[src/rtl/fifo_write_ctrl.sv]
// fifo_write_ctrl
//   Stop-and-wait write controller for a FIFO that reports rejected writes
//   through a registered full flag. It accepts one word from the source,
//   writes it, and checks the reject flag in the following cycle. A rejected
//   word is retried after RETRY_GAP idle cycles and is never dropped.
//
// Parameters
//   DATA_W     data word width
//   RETRY_GAP  idle cycles between a rejected write and its retry (0..15)
//   CNT_W      statistics counter width
//
// Ports
//   wclk         write-domain clock
//   rst          synchronous active-high reset
//   s_valid      source presents a word
//   s_data       source word
//   s_ready      block accepts a word this cycle (combinational)
//   w_en         FIFO write enable
//   data_in      word driven to the FIFO (always the held word)
//   mem_full     FIFO reject flag, meaningful in the cycle after w_en
//   busy         an uncommitted word is held
//   wr_count     committed words, wraps
//   retry_count  rejected attempts, saturates
//
// state | meaning
// IDLE  | nothing held, ready for a new word
// WRITE | w_en asserted for the held word
// CHECK | reject flag sampled; commit or schedule a retry
// WAIT  | idle gap before the retry
module fifo_write_ctrl #(
  parameter int DATA_W    = 4,
  parameter int RETRY_GAP = 2,
  parameter int CNT_W     = 8
) (
  input  logic              wclk,
  input  logic              rst,
  input  logic              s_valid,
  input  logic [DATA_W-1:0] s_data,
  output logic              s_ready,
  output logic              w_en,
  output logic [DATA_W-1:0] data_in,
  input  logic              mem_full,
  output logic              busy,
  output logic [CNT_W-1:0]  wr_count,
  output logic [CNT_W-1:0]  retry_count
);

  typedef enum logic [1:0] {
    IDLE  = 2'd0,
    WRITE = 2'd1,
    CHECK = 2'd2,
    WAIT  = 2'd3
  } state_t;

  // The down-counter is loaded with one less than the gap because the
  // terminal cycle (gap_cnt==0) is itself one of the idle cycles.
  localparam logic [3:0]       GAP_LOAD = (RETRY_GAP > 0) ? 4'(RETRY_GAP - 1) : 4'd0;
  localparam logic [CNT_W-1:0] CNT_MAX  = '1;

  state_t            state, state_nxt;
  logic [DATA_W-1:0] hold_data, hold_nxt;
  logic [3:0]        gap_cnt, gap_nxt;
  logic              xfer;
  logic              commit;
  logic              reject;

  assign s_ready = !rst && ((state == IDLE) || ((state == CHECK) && !mem_full));
  assign xfer    = s_valid && s_ready;
  assign w_en    = (state == WRITE);
  assign data_in = hold_data;
  assign busy    = (state != IDLE);

  always_comb begin
    state_nxt = state;
    hold_nxt  = hold_data;
    gap_nxt   = gap_cnt;
    commit    = 1'b0;
    reject    = 1'b0;
    case (state)
      IDLE: begin
        if (xfer) begin
          hold_nxt  = s_data;
          state_nxt = WRITE;
        end
      end
      WRITE: begin
        state_nxt = CHECK;
      end
      CHECK: begin
        if (!mem_full) begin
          commit = 1'b1;
          if (xfer) begin
            hold_nxt  = s_data;
            state_nxt = WRITE;
          end else begin
            state_nxt = IDLE;
          end
        end else begin
          reject = 1'b1;
          if (RETRY_GAP == 0) begin
            state_nxt = WRITE;
          end else begin
            gap_nxt   = GAP_LOAD;
            state_nxt = WAIT;
          end
        end
      end
      WAIT: begin
        if (gap_cnt == 4'd0) begin
          state_nxt = WRITE;
        end else begin
          gap_nxt = gap_cnt - 4'd1;
        end
      end
      default: begin
        state_nxt = IDLE;
      end
    endcase
  end

  always_ff @(posedge wclk) begin
    if (rst) begin
      state       <= IDLE;
      hold_data   <= '0;
      gap_cnt     <= 4'd0;
      wr_count    <= '0;
      retry_count <= '0;
    end else begin
      state     <= state_nxt;
      hold_data <= hold_nxt;
      gap_cnt   <= gap_nxt;
      if (commit) begin
        wr_count <= wr_count + 1'b1;
      end
      if (reject && (retry_count != CNT_MAX)) begin
        retry_count <= retry_count + 1'b1;
      end
    end
  end

endmodule
[config.mk]
export PLATFORM = sky130hd
export DESIGN_NAME = fifo_write_ctrl
export DESIGN_NICKNAME = d
export VERILOG_FILES = /design/src/rtl/fifo_write_ctrl.sv
export SDC_FILE = /design/constraint.sdc
export NUM_CORES = 1
export LEC_CHECK = 0
export BUFFER_PORTS_ARGS = -buffer_cell sky130_fd_sc_hd__buf_2
export CAP_MARGIN = 40
export CORE_MARGIN = 5
export CORE_UTILIZATION = 40
export DETAILED_ROUTE_END_ITERATION = 8
export PLACE_DENSITY = 0.73
export SETUP_SLACK_MARGIN = 0.5
export SLEW_MARGIN = 0
export SYNTH_ARGS = -nofsm -noshare
export SYNTH_HDL_FRONTEND = slang
export SYNTH_SLANG_ARGS = --single-unit
[constraint.sdc]
create_clock -name wclk -period 2.2 [get_ports wclk]
set_clock_uncertainty 0.2 [all_clocks]
set_input_delay 0.33 -clock wclk [delete_from_list [all_inputs] [get_ports wclk]]
set_output_delay 0.33 -clock wclk [all_outputs]
set_load 0.02 [all_outputs]
# ---- Word level (Yosys, flattened, before mapping)
# Cells that the tools add are included.
dict set report totals {
  ff_bits 26
  latchBits 0
  mem_bits_rw 0
  romBits 0
  in_bits 8
  output_inout_bits 23
  elab_cells 47
  memories 0
}
dict set report op_classes {
  n_addsub 3
  n_mul 0
  n_div 0
  order_cmp 0
  eq_ne 9
  shift 0
  mux 15
  n_bitwise 0
  reduce_logical 15
}
# cell n
set ops {}
lappend ops {{8-bit by 1-bit adder with 8-bit output, second input constant} 2}
lappend ops {{4-bit 2-to-1 mux} 4}
lappend ops {{4-bit case mux with 2 select lines} 2}
lappend ops {{2-bit inequality test, second input constant} 5}
lappend ops {{8-bit inequality test, second input constant} 1}
lappend ops {{2-bit case mux with 4 select lines} 1}
lappend ops {{2-bit 2-to-1 mux} 3}
lappend ops {{2-bit nonzero test} 3}
lappend ops {{1-bit 2-to-1 mux} 5}
lappend ops {{2-bit equality test, second input constant} 2}
lappend ops {{1-bit logical AND} 4}
lappend ops {{4-bit zero test} 1}
lappend ops {{2-bit AND reduction} 2}
lappend ops {{4-bit by 1-bit subtractor with 4-bit output, second input constant} 1}
lappend ops {{3-bit AND reduction} 1}
lappend ops {{2-bit by 1-bit equality test with 1-bit output, second input constant} 1}
lappend ops {{1-bit zero test} 2}
lappend ops {{2-bit zero test} 1}
lappend ops {{1-bit logical OR} 1}

# ---- Logic depth before layout (Yosys ltp)
# Gate-level depths: netlist of the first run.
dict set report depth {
  word_depth 8
  mapped_depth 7
  mapped_depth_nobuf 6
}

# ---- Worst setup path before layout of the first run
# OpenSTA, ideal clock, no wires.
dict set report synth_timing {
  kind {reg-to-reg}
  startpoint {register state[0]}
  endpoint {register gap_cnt[3]}
  setup_time_ps 80
  t_arrival_ps 1537
  t_required_ps 1920
  slack_ps 383
  path_stages_with_launch 8
  path_buffers 1
  period_less_slack_ps 1817
  cell_sequence {dfxtp_1 > inv_1 > ha_1 > nor2b_1 > buf_6 > a311oi_2 > nand3b_1 > a211oi_2}
}
dict set report synth_via {
  elab_chain_cells 3
  elab_cells_between_ends 7
  cone_classes {4 x eq/ne; 1 x mux; 2 x reduce/logical}
}
# element line_no
set synth_lines {}
lappend synth_lines {{start, declared} 60} ;# state_t state, state_nxt;
lappend synth_lines {{start signal, assigned} 129} ;# state <= state_nxt;
lappend synth_lines {{2-bit equality test} 79} ;# case (state)
lappend synth_lines {{2-bit inequality test (no line) or 2-bit nonzero test (tied branches)} --}
lappend synth_lines {{3-bit AND reduction (no line)} --}
lappend synth_lines {{end signal, assigned} 131} ;# gap_cnt <= gap_nxt;
lappend synth_lines {{end, declared} 62} ;# logic [3:0] gap_cnt, gap_nxt;
# Several ways; a longest one is shown, not always the timed one.
# A chain may end at the register's enable or synchronous reset.

# ---- Worst setup path in the final report of the first run
dict set report layout_timing {
  startpoint {register state[0]}
  endpoint {output port s_ready}
}
dict set report layout_via {
  elab_chain_cells 4
  elab_cells_between_ends 5
  cone_classes {1 x eq/ne; 4 x reduce/logical}
}
# element line_no
set layout_lines {}
lappend layout_lines {{2-bit equality test} 67} ;# assign s_ready = !rst && ((state == IDLE) || ((state == CHECK) && !mem_full));
lappend layout_lines {{1-bit logical AND} 67}
lappend layout_lines {{1-bit logical OR *} 67}
lappend layout_lines {{1-bit logical AND *} 67}
lappend layout_lines {{end, declared} 39} ;# output logic s_ready,
# Mark *: on every way between the ends. The rest lies on a longest branch, timed or not.

==> results of run 1 <==
-- worst max-delay path: stages (launching register included) --
cell and delay, ns:
dfxtp_4 0.38, inv_4 0.07, ha_4 0.17, nand2b_4 0.07, a21oi_4 0.12, buf_6 0.13
-- power by group through the flow --
stage | registers [mW] | clock network (mW) | logic, mW
after floorplan | 0.507 | 0 | 0.0852
after global placement | 0.501 | 0 | 0.121
after detailed placement | 0.502 | 0 | 0.125
after CTS | 0.492 | 0.339 | 0.166
after global routing | 0.496 | 0.354 | 0.192
final | 0.493 | 0.330 | 0.177
-- logic make-up after synthesis --
group                      share of synthesized area [%]
xor gates and xnor gates                            6.79
DFF                                                 40.3
buffers and inverters                               3.78
and+or+nand+nor                                     22.4
adders and majority gates                           6.79
AOI/OAI and AO/OA                                   15.2
muxes                                               4.66
-- sequential cells by signal, summed over array words and instances, names as in the netlist --
register and cells:
data_in 4, gap_cnt 4, retry_count 8, state 2, wr_count 8
-- per-layer routing --
layer	GRT usage [%]	part of all wire, %
met5	0	0
met2	24.9	48
met3	5.06	7.0
met1	16.8	44
met4	1.52	0.72
-- Yosys cell counts (2+ instances only) --
cell       n  area share, %
nand4_1    6            2.9
and3_1     3            1.5
o21bai_1   2            1.2
xnor2_1    3            2.0
nor2_1    19            5.5
and4_1     2            1.4
a31oi_1    3            1.5
ha_1       7            6.8
buf_1      2           0.58
mux2i_1    6            4.7
nand3_1    3            1.2
nor3_1     4            1.6
nand2_1    7            2.0
nand2b_1   5            2.4
inv_1      7            2.0
a21oi_1    6            2.3
dfxtp_1   26             40
xor2_1     7            4.8
-- cell type report --
type                            count  area [µm²]
Clock buffer                        3        22.5
Clock inverter                      1        30.0
Fill cell                         258        1320
Inverter                            7        33.8
Multi-Input combinational cell    102         857
Sequential cell                    26         532
Tap cell                           44        55.1
Timing Repair Buffer               37         225
-- through the flow --
stage	cells	utilization, %	instance area, µm²
2_1_floorplan	139	-	1310
3_3_place_gp	211	48.9	1510
3_5_place_dp	211	48.9	1510
4_1_cts	219	54.8	1690
5_1_grt	220	57.0	1760
6_report	220	57.0	1760
-- timing repair --
item                                    CTS  global route
endpoints found under the hold margin     0             0
gates resized for setup                  29            16
pin swaps                                 6             3
cloned                                    0             0
buffers inserted                          4             1
endpoints found under the setup margin   22            25
-- worst paths after layout --
path / startpoint / endpoint / slack (ns) / cells after the start
max reg2reg: state[1]$_SDFFE_PP0P_ / gap_cnt[3]$_SDFFE_PP0P_ / 0.42 / 5
min: s_data[1] / data_in[1]$_SDFFE_PP0P_ / 0.04 / 3
max: state[0]$_SDFFE_PP0P_ / s_ready / 0.40 / 5
min reg2reg: data_in[0]$_SDFFE_PP0P_ / data_in[0]$_SDFFE_PP0P_ / 0.31 / 2
==> impl_metrics.tcl, run 1 <==
set metrics [dict create \
    status "completed" \
    switching_power_mw 0.248 \
    syn_avg_cell_area_um2 9.28 \
    start_util_pct 41.9 \
    rsz0062_at_grt "true" \
    min_period_ns 1.80 \
    p_clk_share_pct 33.0 \
    path_clk_slew_ns 0.14 \
    synth_edf_count 0 \
    synth_ff_type "dfxtp_1" \
    power_leakage_nw 0.724 \
    clock-sinks 26 \
    grt_pass1_wl_um 4960 \
    htreeDepth 1 \
    dp_hpwl_um 2130 \
    track_usage_pct 14.1 \
    p_int_mw 0.752 \
    synth_cells 139 \
    criticalPathCategory "flop to primary output" \
    ys_types 39 \
    place_ws_ns 0.230 \
    period_share_pct 81.7 \
    timing.hold.ws_ns 0.0380 \
    cp.required_ns 1.67 \
    synthArstFlopShare_pct 0 \
    yosys_warnings 0 \
    n_antenna_cell 0 \
    numCtsBuffers 3 \
    place_congestion 0.811 \
    grt_start_max_net_pins 18 \
    vdd.ir_drop.worst_uv 351 \
    crit_arrival_ns 1.27 \
    hp-class "primary input to flop" \
    drc 0 \
    layout.nets 192 \
    finalSetupViolations 0 \
    final_layout_size_suffix_gt1_share_pct 42.6 \
    io_buffers 30 \
    worstMarginPinSlew_ns 0.373 \
    fmax_ghz 0.557 \
    die_area_um2 4460 \
    syn_to_final_growth_pct 36.1 \
    pwr-share-seq_pct 49.3 \
    synth_seq_cells 26 \
    io_pins 31 \
    total_power_mw 1.00 \
    syn_area_um2 1290 \
    syn_nets 154 \
    die_h_um 66.8 \
    clockBufferDepth 2 \
    switching_share_pct 24.8 \
    num_rows 20 \
    slew_violations 0 \
    path_max_fanout 4 \
    wl_per_cell_um 13.2 \
    cts_tree "built" \
    fin_setup_tns_ns 0 \
    final_cell_mix "27 x buf_2, 21 x dfxtp_1, 18 x nor2_1" \
    hold_viol 0 \
    vias 1133 \
    wl_um 2910 \
    die_w_um 66.8 \
    clock_latency_ns 0.32 \
    yosysSeqAreaShare_pct 40.3 \
    combPwrFrac_pct 17.7 \
    dr.pass1.iters 4 \
    hold_buffers 0 \
    cellPowerDensity_nw_per_um2 570 \
    cts_root_buffer "clkbuf_4" \
    core_um2 3080 \
    antenna_found_initial 0 \
    end_kind "primary output" \
    relSlewSlack_pct 75.1 \
    final_common_cell "buf_2" \
    setup_ws_ns 0.403 \
    setup.worst_path.start_class "flop" \
    cap_violations 0 \
    detail-route-antenna-nets 0 \
    grt_pass1_vias 1113 \
    via_per_inst 5.15 \
    gr-total-overflow 0 \
    drtIter0Drc 70 \
]
No activity file was read; power rests on OpenSTA's default activity.
==> inputs of run 2 (changes only) <==
- clock period: 2.2 -> 1.8 ns (I/O delays scaled with it)
==> run 2 against run 1 <==
Effect of this change: die area unchanged; setup slack got worse by 0.33 ns; final area increased by 32%; flip-flop and latch count unchanged.
==> impl_metrics.tcl, run 2 (synthesis gave the netlist of run 1 again) <==
set metrics [dict create \
    status "completed" \
    slowest_delay_ns 0.38 \
    layout.nets 227 \
    place_ws_ns 0.0572 \
    multi_input_comb_area_um2 928 \
    setup.worst_path.start_class "flop" \
    power_leakage_nw 0.966 \
    die_w_um 66.8 \
    fillers 207 \
    path_max_fanout 4 \
    cp_cell_sequence "inv_4 -> ha_4 -> nand2b_4 -> a21oi_4 -> buf_6" \
    grt_pass1_vias 1365 \
    io_buffers 30 \
    syn_to_final_growth_pct 79.2 \
    layout.area.seq_um2 583 \
    fmax_ghz 0.580 \
    cellPowerDensity_nw_per_um2 559 \
    drtIter0Drc 59 \
    place_congestion 0.800 \
    period_share_pct 95.8 \
    dp_hpwl_um 2210 \
    cp.required_ns 1.33 \
    gr-total-overflow 0 \
    track_usage_pct 18.3 \
    hold_viol 0 \
    start_util_pct 41.9 \
    crit_family "flip-flops" \
    cap_violations 0 \
    final_layout_size_suffix_gt1_share_pct 60.7 \
    worstMarginPinSlew_ns 0.387 \
    crit_arrival_ns 1.25 \
    clock_latency_ns 0.32 \
    criticalPathCategory "flop to primary output" \
    min_period_ns 1.72 \
    clockBufferDepth 2 \
    path_clk_slew_ns 0.14 \
    end_kind "primary output" \
    final_cell_mix "30 x buf_4, 29 x buf_6, 18 x nor2_1" \
    vias 1341 \
    core_um2 3080 \
    finalSetupViolations 0 \
    htreeDepth 1 \
    drc 0 \
    rsz0062_at_grt "true" \
    relSlewSlack_pct 74.1 \
    setup_ws_ns 0.0754 \
    cp_num_buf_inv 2 \
    antenna_found_initial 0 \
    via_per_inst 5.26 \
    fin_setup_tns_ns 0 \
    grt_pass1_wl_um 6330 \
    wl_per_cell_um 15.0 \
    num_rows 20 \
    final_core_util_pct 75.1 \
    cts_root_buffer "clkbuf_4" \
    die_area_um2 4460 \
    top_regs "retry_count: 8 flops, wr_count: 8 flops" \
    grt_start_max_net_pins 22 \
    n_antenna_cell 0 \
    die_h_um 66.8 \
    slew_violations 0 \
    cpMaxStageDelayCell "dfxtp_4" \
    hp-class "primary input to flop" \
    dr.pass1.iters 4 \
    clock-sinks 26 \
    io_pins 31 \
    numCtsBuffers 3 \
    cts_tree "built" \
    detail-route-antenna-nets 0 \
    final_common_cell "buf_4" \
    vdd.ir_drop.worst_uv 310 \
    wl_um 3810 \
]
==> run 2: per-layer routing <==
metal  part of all wire (%)  track usage [%]  vias up  wire length, µm
met2                     53             34.3       37             2020
met3                    4.7             3.04        6              178
met1                     41             21.2      660             1570
met4                    1.2             4.57        0               45
li1                       -                -      638                -
met5                      0                0        -                0
==> run 2: worst paths after layout <==
path | startpoint | endpoint | slack [ns] | cells after the start
worst max-delay path | state[0]$_SDFFE_PP0P_ | s_ready | 0.08 | 5
worst max register to register | state[0]$_SDFFE_PP0P_ | data_in[3]$_SDFFE_PP0P_ | 0.10 | 7
worst min register to register | data_in[0]$_SDFFE_PP0P_ | data_in[0]$_SDFFE_PP0P_ | 0.32 | 2
worst min-delay path | s_valid | state[0]$_SDFFE_PP0P_ | 0.15 | 3
==> run 2: worst reg2reg max path, delay by kind of cell (launching register included) <==
family	cells	cell delay (ns)
multiplexers	1	0.22
AND/OR/NAND/NOR	2	0.19
buffers and inverters	2	0.20
AO/OA/AOI/OAI	1	0.23
adder cells (fa/ha/maj)	1	0.17
flip-flops	1	0.39
==> run 2: power breakdown <==
group	total [mW]	internal, mW	switching (mW)
combinational	0.296	0.159	0.138
sequential	0.589	0.575	0.0145
clock	0.406	0.225	0.181
==> run 2: area by class of cell <==
class                      count  area share, %
tap                           44           2.38
multi-input combinational    102           40.2
sequential                    26           25.2
timing repair buffer          72           28.4
inverter                       7           1.57
clock inverter                 1           1.30
clock buffer                   3          0.974
==> run 2: what timing repair did <==
item,in CTS,in global routing
hold buffers,5,0
endpoints found under the setup margin,49,49
resized for setup,91,16
pin swaps,8,16
hold endpoints to repair,6,0
setup buffers,22,14
==> run 2: per-stage QoR <==
stage	cells	total power, mW	hold WS (ns)	instance area [µm²]
global placement	210	0.780	0.272	1590
detailed placement	210	0.789	0.278	1590
global route	255	1.35	0.178	2310
CTS	241	1.26	0.139	2140
finish	255	1.29	0.154	2310
floorplan	139	0.744	0.217	1400
